**src/rtl/stopwatch_ctrl.sv**
```systemverilog
// Sequencer for a two-digit cascade of external BCD decade counters: turns command pulses into
// counter strobes, prescales clk into count ticks, and stops or wraps at 99.
// Optional macro STOPWATCH_CTRL_BTN_EDGE_EN: commands are raw button levels, synchronized and edge-detected.
module stopwatch_ctrl #(
  parameter int DIV  = 4,
  parameter int PW   = 26,
  parameter int WRAP = 0
) (
  input  logic       clk,
  input  logic       clr,
  input  logic       start_stop,
  input  logic       clear,
  input  logic       load,
  input  logic [7:0] preset,
  input  logic       rco_lo,
  input  logic       rco_hi,
  output logic       cnt_clrn,
  output logic       cnt_ldn,
  output logic       cnt_enp,
  output logic       cnt_ent,
  output logic [7:0] load_data,
  output logic [1:0] state,
  output logic       done,
  output logic       wrap_pulse
);

  typedef enum logic [1:0] {
    IDLE  = 2'b00,
    RUN   = 2'b01,
    PAUSE = 2'b10,
    DONE  = 2'b11
  } state_t;

  localparam logic [PW-1:0] LAST = PW'(DIV - 1);

  state_t        st_q, st_d;
  logic [PW-1:0] pcnt_q, pcnt_d;
  logic          ss_cmd, clr_cmd, ld_cmd;
  logic          ld_go;
  logic          run, tick, hold_at_max;

  // rco_lo is wired through only so the cascade stays visible at this boundary.
  logic unused_rco_lo;
  assign unused_rco_lo = rco_lo;

`ifdef STOPWATCH_CTRL_BTN_EDGE_EN
  logic [2:0] sync1_q, sync2_q, prev_q;

  always_ff @(posedge clk or posedge clr) begin
    if (clr) begin
      sync1_q <= '0;
      sync2_q <= '0;
      prev_q  <= '0;
    end else begin
      sync1_q <= {start_stop, clear, load};
      sync2_q <= sync1_q;
      prev_q  <= sync2_q;
    end
  end

  assign {ss_cmd, clr_cmd, ld_cmd} = sync2_q & ~prev_q;
`else
  assign ss_cmd  = start_stop;
  assign clr_cmd = clear;
  assign ld_cmd  = load;
`endif

  assign run         = (st_q == RUN);
  assign tick        = run && (pcnt_q == LAST);
  assign hold_at_max = rco_hi && (WRAP == 0);

  // Only output with a combinational input path: the 99 hold must mask this very tick.
  assign cnt_enp = tick && !hold_at_max;
  assign cnt_ent = run;
  assign done    = (st_q == DONE);
  assign state   = st_q;

  always_comb begin
    st_d   = st_q;
    pcnt_d = pcnt_q;
    ld_go  = 1'b0;
    case (st_q)
      IDLE: begin
        pcnt_d = '0;
        if (!clr_cmd && ld_cmd) begin
          ld_go = 1'b1;
        end else if (!clr_cmd && ss_cmd) begin
          st_d = RUN;
        end
      end
      RUN: begin
        if (clr_cmd) begin
          st_d   = IDLE;
          pcnt_d = '0;
        end else if (ss_cmd) begin
          st_d = PAUSE;
        end else begin
          pcnt_d = tick ? '0 : pcnt_q + PW'(1);
          if (tick && hold_at_max) st_d = DONE;
        end
      end
      PAUSE: begin
        if (clr_cmd) begin
          st_d   = IDLE;
          pcnt_d = '0;
        end else if (ld_cmd) begin
          ld_go = 1'b1;
        end else if (ss_cmd) begin
          st_d = RUN;
        end
      end
      DONE: begin
        pcnt_d = '0;
        if (clr_cmd) begin
          st_d = IDLE;
        end else if (ld_cmd) begin
          ld_go = 1'b1;
          st_d  = IDLE;
        end
      end
      default: st_d = IDLE;
    endcase
  end

  always_ff @(posedge clk or posedge clr) begin
    if (clr) begin
      st_q       <= IDLE;
      pcnt_q     <= '0;
      cnt_clrn   <= 1'b0;
      cnt_ldn    <= 1'b1;
      load_data  <= '0;
      wrap_pulse <= 1'b0;
    end else begin
      st_q       <= st_d;
      pcnt_q     <= pcnt_d;
      cnt_clrn   <= !clr_cmd;
      cnt_ldn    <= !ld_go;
      wrap_pulse <= (WRAP != 0) && cnt_enp && rco_hi;
      if (ld_go) load_data <= preset;
    end
  end

endmodule

```
**config.mk**
```make
export PLATFORM = sky130hd
export DESIGN_NAME = stopwatch_ctrl
export DESIGN_NICKNAME = d
export VERILOG_FILES = /design/src/rtl/stopwatch_ctrl.sv
export SDC_FILE = /design/constraint.sdc
export NUM_CORES = 1
export LEC_CHECK = 0
export BUFFER_PORTS_ARGS = -buffer_cell sky130_fd_sc_hd__buf_2
export CORE_MARGIN = 10
export CORE_UTILIZATION = 30
export DETAILED_ROUTE_END_ITERATION = 16
export GPL_ROUTABILITY_DRIVEN = 0
export HOLD_SLACK_MARGIN = 0.15
export PLACE_DENSITY = 0.51
export SYNTH_ARGS = -nofsm -noshare
export SYNTH_HDL_FRONTEND = slang
export SYNTH_SLANG_ARGS = --single-unit
```
**constraint.sdc**
```tcl
create_clock -name clk -period 2.3 [get_ports clk]
set_input_delay 0.46 -clock clk [delete_from_list [all_inputs] [get_ports clk]]
set_output_delay 0.46 -clock clk [all_outputs]
set_load 0.01 [all_outputs]
```
==> run_summary.xml, run 1 <==
<?xml version="1.0" encoding="UTF-8"?>
<metrics>
  <group name="run_status">
    <metric name="outcome" unit="">finished clean</metric>
  </group>
  <group name="route">
    <metric name="wirelength" unit="um">4520</metric>
    <metric name="wire_per_inst" unit="um">14.7</metric>
    <metric name="vias_per_cell" unit="">4.96</metric>
    <metric name="vias" unit="">1524</metric>
    <metric name="drtIter0Drc" unit="">66</metric>
    <metric name="drt_pre_antenna_iters" unit="">4</metric>
    <metric name="drtAntennaViolNets" unit="">0</metric>
    <metric name="drc_errors" unit="">0</metric>
  </group>
  <group name="floorplanning">
    <metric name="die_width" unit="um">101</metric>
    <metric name="fp-row-count" unit="">29</metric>
    <metric name="start_util" unit="">0.310</metric>
    <metric name="core" unit="sq mm">0.00639</metric>
    <metric name="fp.dieArea" unit="sq mm">0.0102</metric>
    <metric name="die_height" unit="um">101</metric>
    <metric name="io_pins" unit="">31</metric>
  </group>
  <group name="placement">
    <metric name="dp_cells" unit="">298</metric>
    <metric name="dp_worst_setup_slack" unit="ns">0.179</metric>
    <metric name="post-dp-hpwl" unit="um">3310</metric>
    <metric name="placement.cell_area" unit="sq mm">0.00223</metric>
    <metric name="numPortBuffers" unit="">28</metric>
  </group>
  <group name="power">
    <metric name="p_seq_frac" unit="">0.459</metric>
    <metric name="power.share.switching" unit="">0.228</metric>
    <metric name="vdd.ir_drop.worst" unit="V">0.000359</metric>
    <metric name="p_comb_frac" unit="">0.098</metric>
    <metric name="total_switching_power" unit="uW">356</metric>
    <metric name="total_power" unit="mW">1.56</metric>
    <metric name="power_density" unit="mW/mm^2">650</metric>
    <metric name="cell_internal_pwr" unit="mW">1.20</metric>
    <metric name="total_leakage_power" unit="nW">1.07</metric>
    <metric name="pwr-share-clk" unit="">0.443</metric>
  </group>
  <group name="synthesis">
    <metric name="netlist_area_before_placement" unit="sq mm">0.00198</metric>
    <metric name="ys_seq_elements" unit="">38</metric>
    <metric name="postSynthCellCount" unit="">191</metric>
    <metric name="synth_edf_count" unit="">0</metric>
    <metric name="netlist-cell-type-count" unit="">39</metric>
    <metric name="asyncSetResetFlopFracSynth" unit="">1.00</metric>
    <metric name="synth_top_cells_by_area" unit="">dfrtp_1 47%, xor2_1 7.1%, mux2_2 5.1%</metric>
    <metric name="synthFlopType" unit="">dfrtp_1</metric>
    <metric name="yosysSeqAreaShare" unit="">0.481</metric>
    <metric name="synth_top_area_share" unit="">0.468</metric>
    <metric name="synth_top_area_cell" unit="">dfrtp_1</metric>
    <metric name="post_synth.cell_area_avg" unit="sq um">10.4</metric>
    <metric name="ys.warnings.count" unit="">0</metric>
    <metric name="post_syn_nets" unit="">207</metric>
  </group>
  <group name="clock_tree">
    <metric name="ctsHtreeMaxLevel" unit="">2</metric>
    <metric name="tritoncts" unit="">built</metric>
    <metric name="clkTransAtPathRegs" unit="ns">0.08</metric>
    <metric name="cts-root-buf" unit="">clkbuf_8</metric>
    <metric name="clk_latency" unit="ns">0.29</metric>
    <metric name="clock_path_buffers" unit="">2</metric>
    <metric name="number_of_buffers_inserted_during_clock_tree_synthesis" unit="">5</metric>
    <metric name="cts.sinks" unit="">38</metric>
  </group>
  <group name="setup_path">
    <metric name="timing.critical_path.slowest_stage_cell" unit="">dfrtp_1</metric>
    <metric name="timing.critical_path.slowest_cell_delay" unit="ns">0.45</metric>
    <metric name="timing.critical_path.from_type" unit="">flip-flop</metric>
    <metric name="crit_buf_inv" unit="">1</metric>
    <metric name="path_cells" unit="">nor4_2 -&gt; nand4_1 -&gt; nor4_1 -&gt; buf_2</metric>
    <metric name="cp.required" unit="ns">1.84</metric>
    <metric name="timing.critical_path.fanout_max" unit="">5</metric>
    <metric name="worst-endpoint-arrival" unit="ns">1.72</metric>
    <metric name="crit_cells" unit="">4</metric>
    <metric name="cpLargestDelayFamily" unit="">simple AND/OR/NAND/NOR gates</metric>
    <metric name="worstSetupPathType" unit="">reg2out</metric>
    <metric name="setup.worst_path.end_class" unit="">output port</metric>
    <metric name="worst_r2r_path_depth" unit="">7</metric>
    <metric name="r2r_slack" unit="ns">0.26</metric>
  </group>
  <group name="finish">
    <metric name="fin_util" unit="">0.376</metric>
    <metric name="final_design_area_no_fill" unit="sq mm">0.00240</metric>
    <metric name="n_antenna_cell" unit="">0</metric>
    <metric name="layout.cells.most_common" unit="">dfrtp_1</metric>
    <metric name="final_nets" unit="">245</metric>
    <metric name="mostFrequentLayoutCells" unit="">37 x dfrtp_1, 28 x buf_2, 24 x nor2_1</metric>
    <metric name="fin_cells" unit="">307</metric>
    <metric name="layout-drive-gt1-share" unit="">0.291</metric>
    <metric name="area_delta_synth_final" unit="%">21.3</metric>
  </group>
  <group name="global_route">
    <metric name="grt_start_max_net_pins" unit="">25</metric>
    <metric name="globalRoute.totalOverflow" unit="">0</metric>
    <metric name="grt_first_pass_wirelength" unit="um">7490</metric>
    <metric name="grt_usage" unit="">0.0890</metric>
    <metric name="vias_in_the_first_global_route" unit="">1554</metric>
    <metric name="antenna_found_initial" unit="">0</metric>
  </group>
  <group name="timing">
    <metric name="timing.max_slew.rel_slack" unit="">0.668</metric>
    <metric name="finalHoldViolCount" unit="">0</metric>
    <metric name="setup_repair_after_global_routing_missed_its_margin" unit="">no</metric>
    <metric name="timing.final.setup_violations" unit="">0</metric>
    <metric name="post-route-min-period" unit="ns">2.18</metric>
    <metric name="max_slew_violation_count" unit="">0</metric>
    <metric name="fmax_achieved" unit="MHz">460</metric>
    <metric name="worst_pin_slew" unit="ns">0.494</metric>
    <metric name="final_hold_slack" unit="ns">0.170</metric>
    <metric name="final.setup.worst_slack" unit="ns">0.125</metric>
    <metric name="post-route-period-util" unit="">0.946</metric>
    <metric name="totalNegativeSetupSlack" unit="ns">0</metric>
    <metric name="clock_skew_after_layout" unit="ns">0.00310</metric>
  </group>
  <group name="hold_path">
    <metric name="worstHoldPathType" unit="">in2async</metric>
  </group>
  <group name="run">
    <metric name="drv.max_cap_violation_count" unit="">0</metric>
  </group>
</metrics>
## cells by family after synthesis
kind of cell               share of synthesized area
DFF                                            0.481
xor gates and xnor gates                      0.0797
other                                        0.00190
and+or+nand+nor                                0.276
AOI/OAI and AO/OA                             0.0607
muxes                                         0.0563
adders and majority gates                    0.00632
buffers and inverters                         0.0373
## cell usage after synthesis (2+ instances only)
master    instances
o21ai_0           7
nor2b_1           2
xnor2_1           2
nor3_4            2
a21oi_1           3
nand2_1           8
and2_1            3
buf_6             2
xor2_1           16
nand3_1          12
inv_1             8
dfrtp_1          37
nor2_1           24
mux2_2            9
a22o_1            3
buf_2             2
nand2b_1          2
nor4_1            8
a211oi_1          2
nor3_1            4
nand4_1          11
and3_1            7
## per-layer routing
metal  vias to the layer above  wire length [um]  global-route usage
li1                        751                 -                   -
met1                       743              2080               0.108
met2                        22              2190               0.149
met3                         8               188              0.0225
met4                         0                62              0.0322
met5                         -                 0                   0
## layout make-up
class | count | area [sq um]
clock buffer | 5 | 68.8
tap | 77 | 96.3
fill | 656 | 3990
clock inverter | 3 | 68.8
timing repair buffer | 37 | 208
inverter | 8 | 30.0
sequential | 38 | 952
multi-input combinational | 139 | 976
## worst register-to-register path, cell delays in order, from the launching register on
cell and delay [ns]:
dfrtp_1 0.45, nor4_2 0.34, nand4_1 0.20, buf_4 0.20, o211ai_4 0.28, and2_1 0.19, buf_4 0.20, nor2_1 0.07
## sequential cells by signal (all words and copies together) (netlist names)
signal	count
cnt_clrn	1
cnt_ldn	1
load_data	8
pcnt_q	26
state	2
## power by group through the flow
stage	logic, mW	registers, mW	clock network (mW)
5_1_grt	0.170	0.719	0.732
4_1_cts	0.157	0.716	0.709
3_5_place_dp	0.156	0.730	0
6_report	0.153	0.716	0.691
2_1_floorplan	0.0772	0.745	0
3_3_place_gp	0.156	0.729	0
## what timing repair did
action / 4_1_cts / 5_1_grt
setup buffers: 1 / 0
gates resized for setup: 0 / 4
hold buffers: 0 / 0
endpoints found under the hold margin: 0 / 0
pin swaps: 1 / 0
setup endpoints to repair: 1 / 17
## worst paths after layout
path / from / end
hold / removal: clr / load_data[4]
setup / recovery: pcnt_q[15] / cnt_enp
setup reg to reg: pcnt_q[15] / pcnt_q[16]
hold reg to reg: load_data[3] / load_data[3]
max in group asynchronous: clr / pcnt_q[4]
min in group clk: preset[7] / load_data[7]
(Power assumes the default switching activity.)
==> run 2, diff against run 1 <==
--- a/config.mk
+++ b/config.mk
@@ -7,11 +7,12 @@
 export LEC_CHECK = 0
 export BUFFER_PORTS_ARGS = -buffer_cell sky130_fd_sc_hd__buf_2
 export CORE_MARGIN = 10
-export CORE_UTILIZATION = 30
+export CORE_UTILIZATION = 50
 export DETAILED_ROUTE_END_ITERATION = 16
 export GPL_ROUTABILITY_DRIVEN = 0
 export HOLD_SLACK_MARGIN = 0.15
-export PLACE_DENSITY = 0.51
+export PLACE_DENSITY = 0.75
+export SKIP_LAST_GASP = 1
 export SYNTH_ARGS = -nofsm -noshare
 export SYNTH_HDL_FRONTEND = slang
 export SYNTH_SLANG_ARGS = --single-unit
==> constraint.sdc (replaced) <==
create_clock -name clk -period 2.3 [get_ports clk]
set_input_delay 0.46 -clock clk [delete_from_list [all_inputs] [get_ports clk]]
set_output_delay 0.46 -clock clk [all_outputs]
set_load 0.1 [all_outputs]
==> run_summary.xml, run 2 (synthesis gave the netlist of run 1 again) <==
<?xml version="1.0" encoding="UTF-8"?>
<metrics>
  <group name="run_status">
    <metric name="outcome" unit="">finished clean</metric>
  </group>
  <group name="route">
    <metric name="drc_errors" unit="">0</metric>
    <metric name="drtIter0Drc" unit="">92</metric>
    <metric name="wirelength" unit="um">4240</metric>
    <metric name="wire_per_inst" unit="um">15.1</metric>
    <metric name="vias" unit="">1571</metric>
    <metric name="drt_pre_antenna_iters" unit="">4</metric>
    <metric name="vias_per_cell" unit="">5.61</metric>
    <metric name="drtAntennaViolNets" unit="">0</metric>
  </group>
  <group name="placement">
    <metric name="placement.cell_area" unit="sq mm">0.00223</metric>
    <metric name="dp_cells" unit="">266</metric>
    <metric name="numPortBuffers" unit="">28</metric>
    <metric name="post-dp-hpwl" unit="um">3060</metric>
  </group>
  <group name="global_route">
    <metric name="globalRoute.totalOverflow" unit="">0</metric>
    <metric name="antenna_found_initial" unit="">0</metric>
    <metric name="vias_in_the_first_global_route" unit="">1541</metric>
    <metric name="grt_usage" unit="">0.123</metric>
    <metric name="grt_start_max_net_pins" unit="">39</metric>
    <metric name="grt_first_pass_wirelength" unit="um">7160</metric>
  </group>
  <group name="setup_path">
    <metric name="timing.critical_path.fanout_max" unit="">5</metric>
    <metric name="worstSetupPathType" unit="">reg2out</metric>
    <metric name="setup.worst_path.end_class" unit="">output port</metric>
    <metric name="timing.critical_path.slowest_stage_cell" unit="">dfrtp_1</metric>
    <metric name="path_cells" unit="">nor4_1 -&gt; nand3_1 -&gt; nor4_4 -&gt; buf_12</metric>
    <metric name="crit_buf_inv" unit="">1</metric>
    <metric name="cpLargestDelayFamily" unit="">simple AND/OR/NAND/NOR gates</metric>
    <metric name="worst-endpoint-arrival" unit="ns">1.77</metric>
    <metric name="timing.critical_path.from_type" unit="">flip-flop</metric>
    <metric name="timing.critical_path.slowest_cell_delay" unit="ns">0.45</metric>
    <metric name="cp.required" unit="ns">1.84</metric>
  </group>
  <group name="run">
    <metric name="drv.max_cap_violation_count" unit="">0</metric>
  </group>
  <group name="clock_tree">
    <metric name="clk_latency" unit="ns">0.29</metric>
    <metric name="cts_hold_repair.buffers" unit="">0</metric>
    <metric name="clock_path_buffers" unit="">2</metric>
    <metric name="clkTransAtPathRegs" unit="ns">0.08</metric>
    <metric name="tritoncts" unit="">built</metric>
    <metric name="cts.sinks" unit="">38</metric>
    <metric name="number_of_buffers_inserted_during_clock_tree_synthesis" unit="">5</metric>
    <metric name="cts-root-buf" unit="">clkbuf_8</metric>
    <metric name="ctsHtreeMaxLevel" unit="">2</metric>
  </group>
  <group name="timing">
    <metric name="max_slew_violation_count" unit="">0</metric>
    <metric name="timing.max_slew.rel_slack" unit="">0.671</metric>
    <metric name="totalNegativeSetupSlack" unit="ns">0</metric>
    <metric name="worst_pin_slew" unit="ns">0.490</metric>
    <metric name="finalHoldViolCount" unit="">0</metric>
    <metric name="final_hold_slack" unit="ns">0.266</metric>
    <metric name="post-route-period-util" unit="">0.968</metric>
    <metric name="clock_skew_after_layout" unit="ns">0.00245</metric>
    <metric name="post-route-min-period" unit="ns">2.23</metric>
    <metric name="fmax_achieved" unit="MHz">449</metric>
    <metric name="timing.final.setup_violations" unit="">0</metric>
  </group>
  <group name="finish">
    <metric name="largest_register" unit="">pcnt_q</metric>
    <metric name="largest_register_ff_count" unit="">26</metric>
    <metric name="layout.area.seq" unit="sq um">961</metric>
    <metric name="layout-drive-gt1-share" unit="">0.328</metric>
    <metric name="multi_input_gate_area_in_the_final_layout" unit="sq mm">0.00102</metric>
    <metric name="n_antenna_cell" unit="">0</metric>
    <metric name="final_design_area_no_fill" unit="sq mm">0.00242</metric>
    <metric name="final_nets" unit="">247</metric>
    <metric name="fin_cells" unit="">280</metric>
    <metric name="layout.cells.most_common" unit="">dfrtp_1</metric>
    <metric name="area_delta_synth_final" unit="%">22.5</metric>
    <metric name="fillers" unit="">308</metric>
    <metric name="mostFrequentLayoutCells" unit="">34 x dfrtp_1, 27 x buf_2, 24 x nor2_1</metric>
  </group>
  <group name="floorplanning">
    <metric name="fp-row-count" unit="">22</metric>
    <metric name="die_height" unit="um">82.9</metric>
    <metric name="die_width" unit="um">82.9</metric>
    <metric name="start_util" unit="">0.528</metric>
    <metric name="fp.dieArea" unit="sq mm">0.00687</metric>
    <metric name="core" unit="sq mm">0.00374</metric>
    <metric name="io_pins" unit="">31</metric>
  </group>
  <group name="power">
    <metric name="total_leakage_power" unit="nW">1.05</metric>
    <metric name="vdd.ir_drop.worst" unit="V">0.000495</metric>
    <metric name="power_density" unit="mW/mm^2">690</metric>
  </group>
  <group name="hold_path">
    <metric name="worstHoldPathType" unit="">in2async</metric>
  </group>
</metrics>
[run 2: changes by cell type in the layout (fill, tap and decap cells not counted), sizes merged]
| cell | previous run | this run |
|---|---|---|
| bufinv | 2 | 1 |
| clkinv | 1 | 0 |
| buf | 37 | 39 |
| inv | 8 | 7 |
| clkinvlp | 0 | 3 |
[run 2: final timing paths]
path / from / end / slack, ns / cells after the start
setup reg to reg: pcnt_q[14] / pcnt_q[14] / 0.16 / 8
min in group clk: preset[7] / load_data[7] / 0.40 / 2
max in group asynchronous: clr / state[0] / 1.68 / 3
setup / recovery: pcnt_q[8] / cnt_enp / 0.07 / 4
hold / removal: clr / load_data[2] / 0.27 / 3
hold reg to reg: load_data[6] / load_data[6] / 0.51 / 1
[run 2: metrics by stage]
step	utilization	power [mW]	setup WS [ns]
after floorplan	-	1.05	-0.134
after global routing	0.647	1.73	-0.00674
after CTS	0.642	1.69	0.00521
after detailed placement	0.595	1.12	0.218
after global placement	0.595	1.12	0.244
final	0.647	1.67	0.0746
[run 2: per-layer routing]
metal  global-route usage  vias up  routed length [um]
met1                0.144      765                1840
li1                     -      755                   -
met5                    0        -                   0
met2                0.190       43                2020
met4               0.0462        0                  78
met3               0.0566        8                 298
[run 2: where the power goes]
group          total (mW)  switching [mW]  leakage, nW  internal (mW)
combinational       0.388           0.316        0.501         0.0714
sequential          0.720          0.0195        0.501          0.701
clock               0.563           0.241       0.0504          0.322
[run 2: repair_timing]
item / CTS / global route
buffers inserted: 6 / 0
resized for setup: 4 / 2
pin swaps: 3 / 5
setup endpoints to repair: 1 / 15
[run 2: final cells by class]
type                       instances  share of cell area
multi-input combinational        139               0.419
sequential                        38               0.397
timing repair buffer              39              0.0981
clock buffer                       5              0.0284
tap                               48              0.0248
clock inverter                     3              0.0186
inverter                           8              0.0139
[run 2: worst min-delay path: cells and delay by family]
| family | cells | cell delay (ns) |
|---|---|---|
| buffers and inverters | 3 | 0.54 |
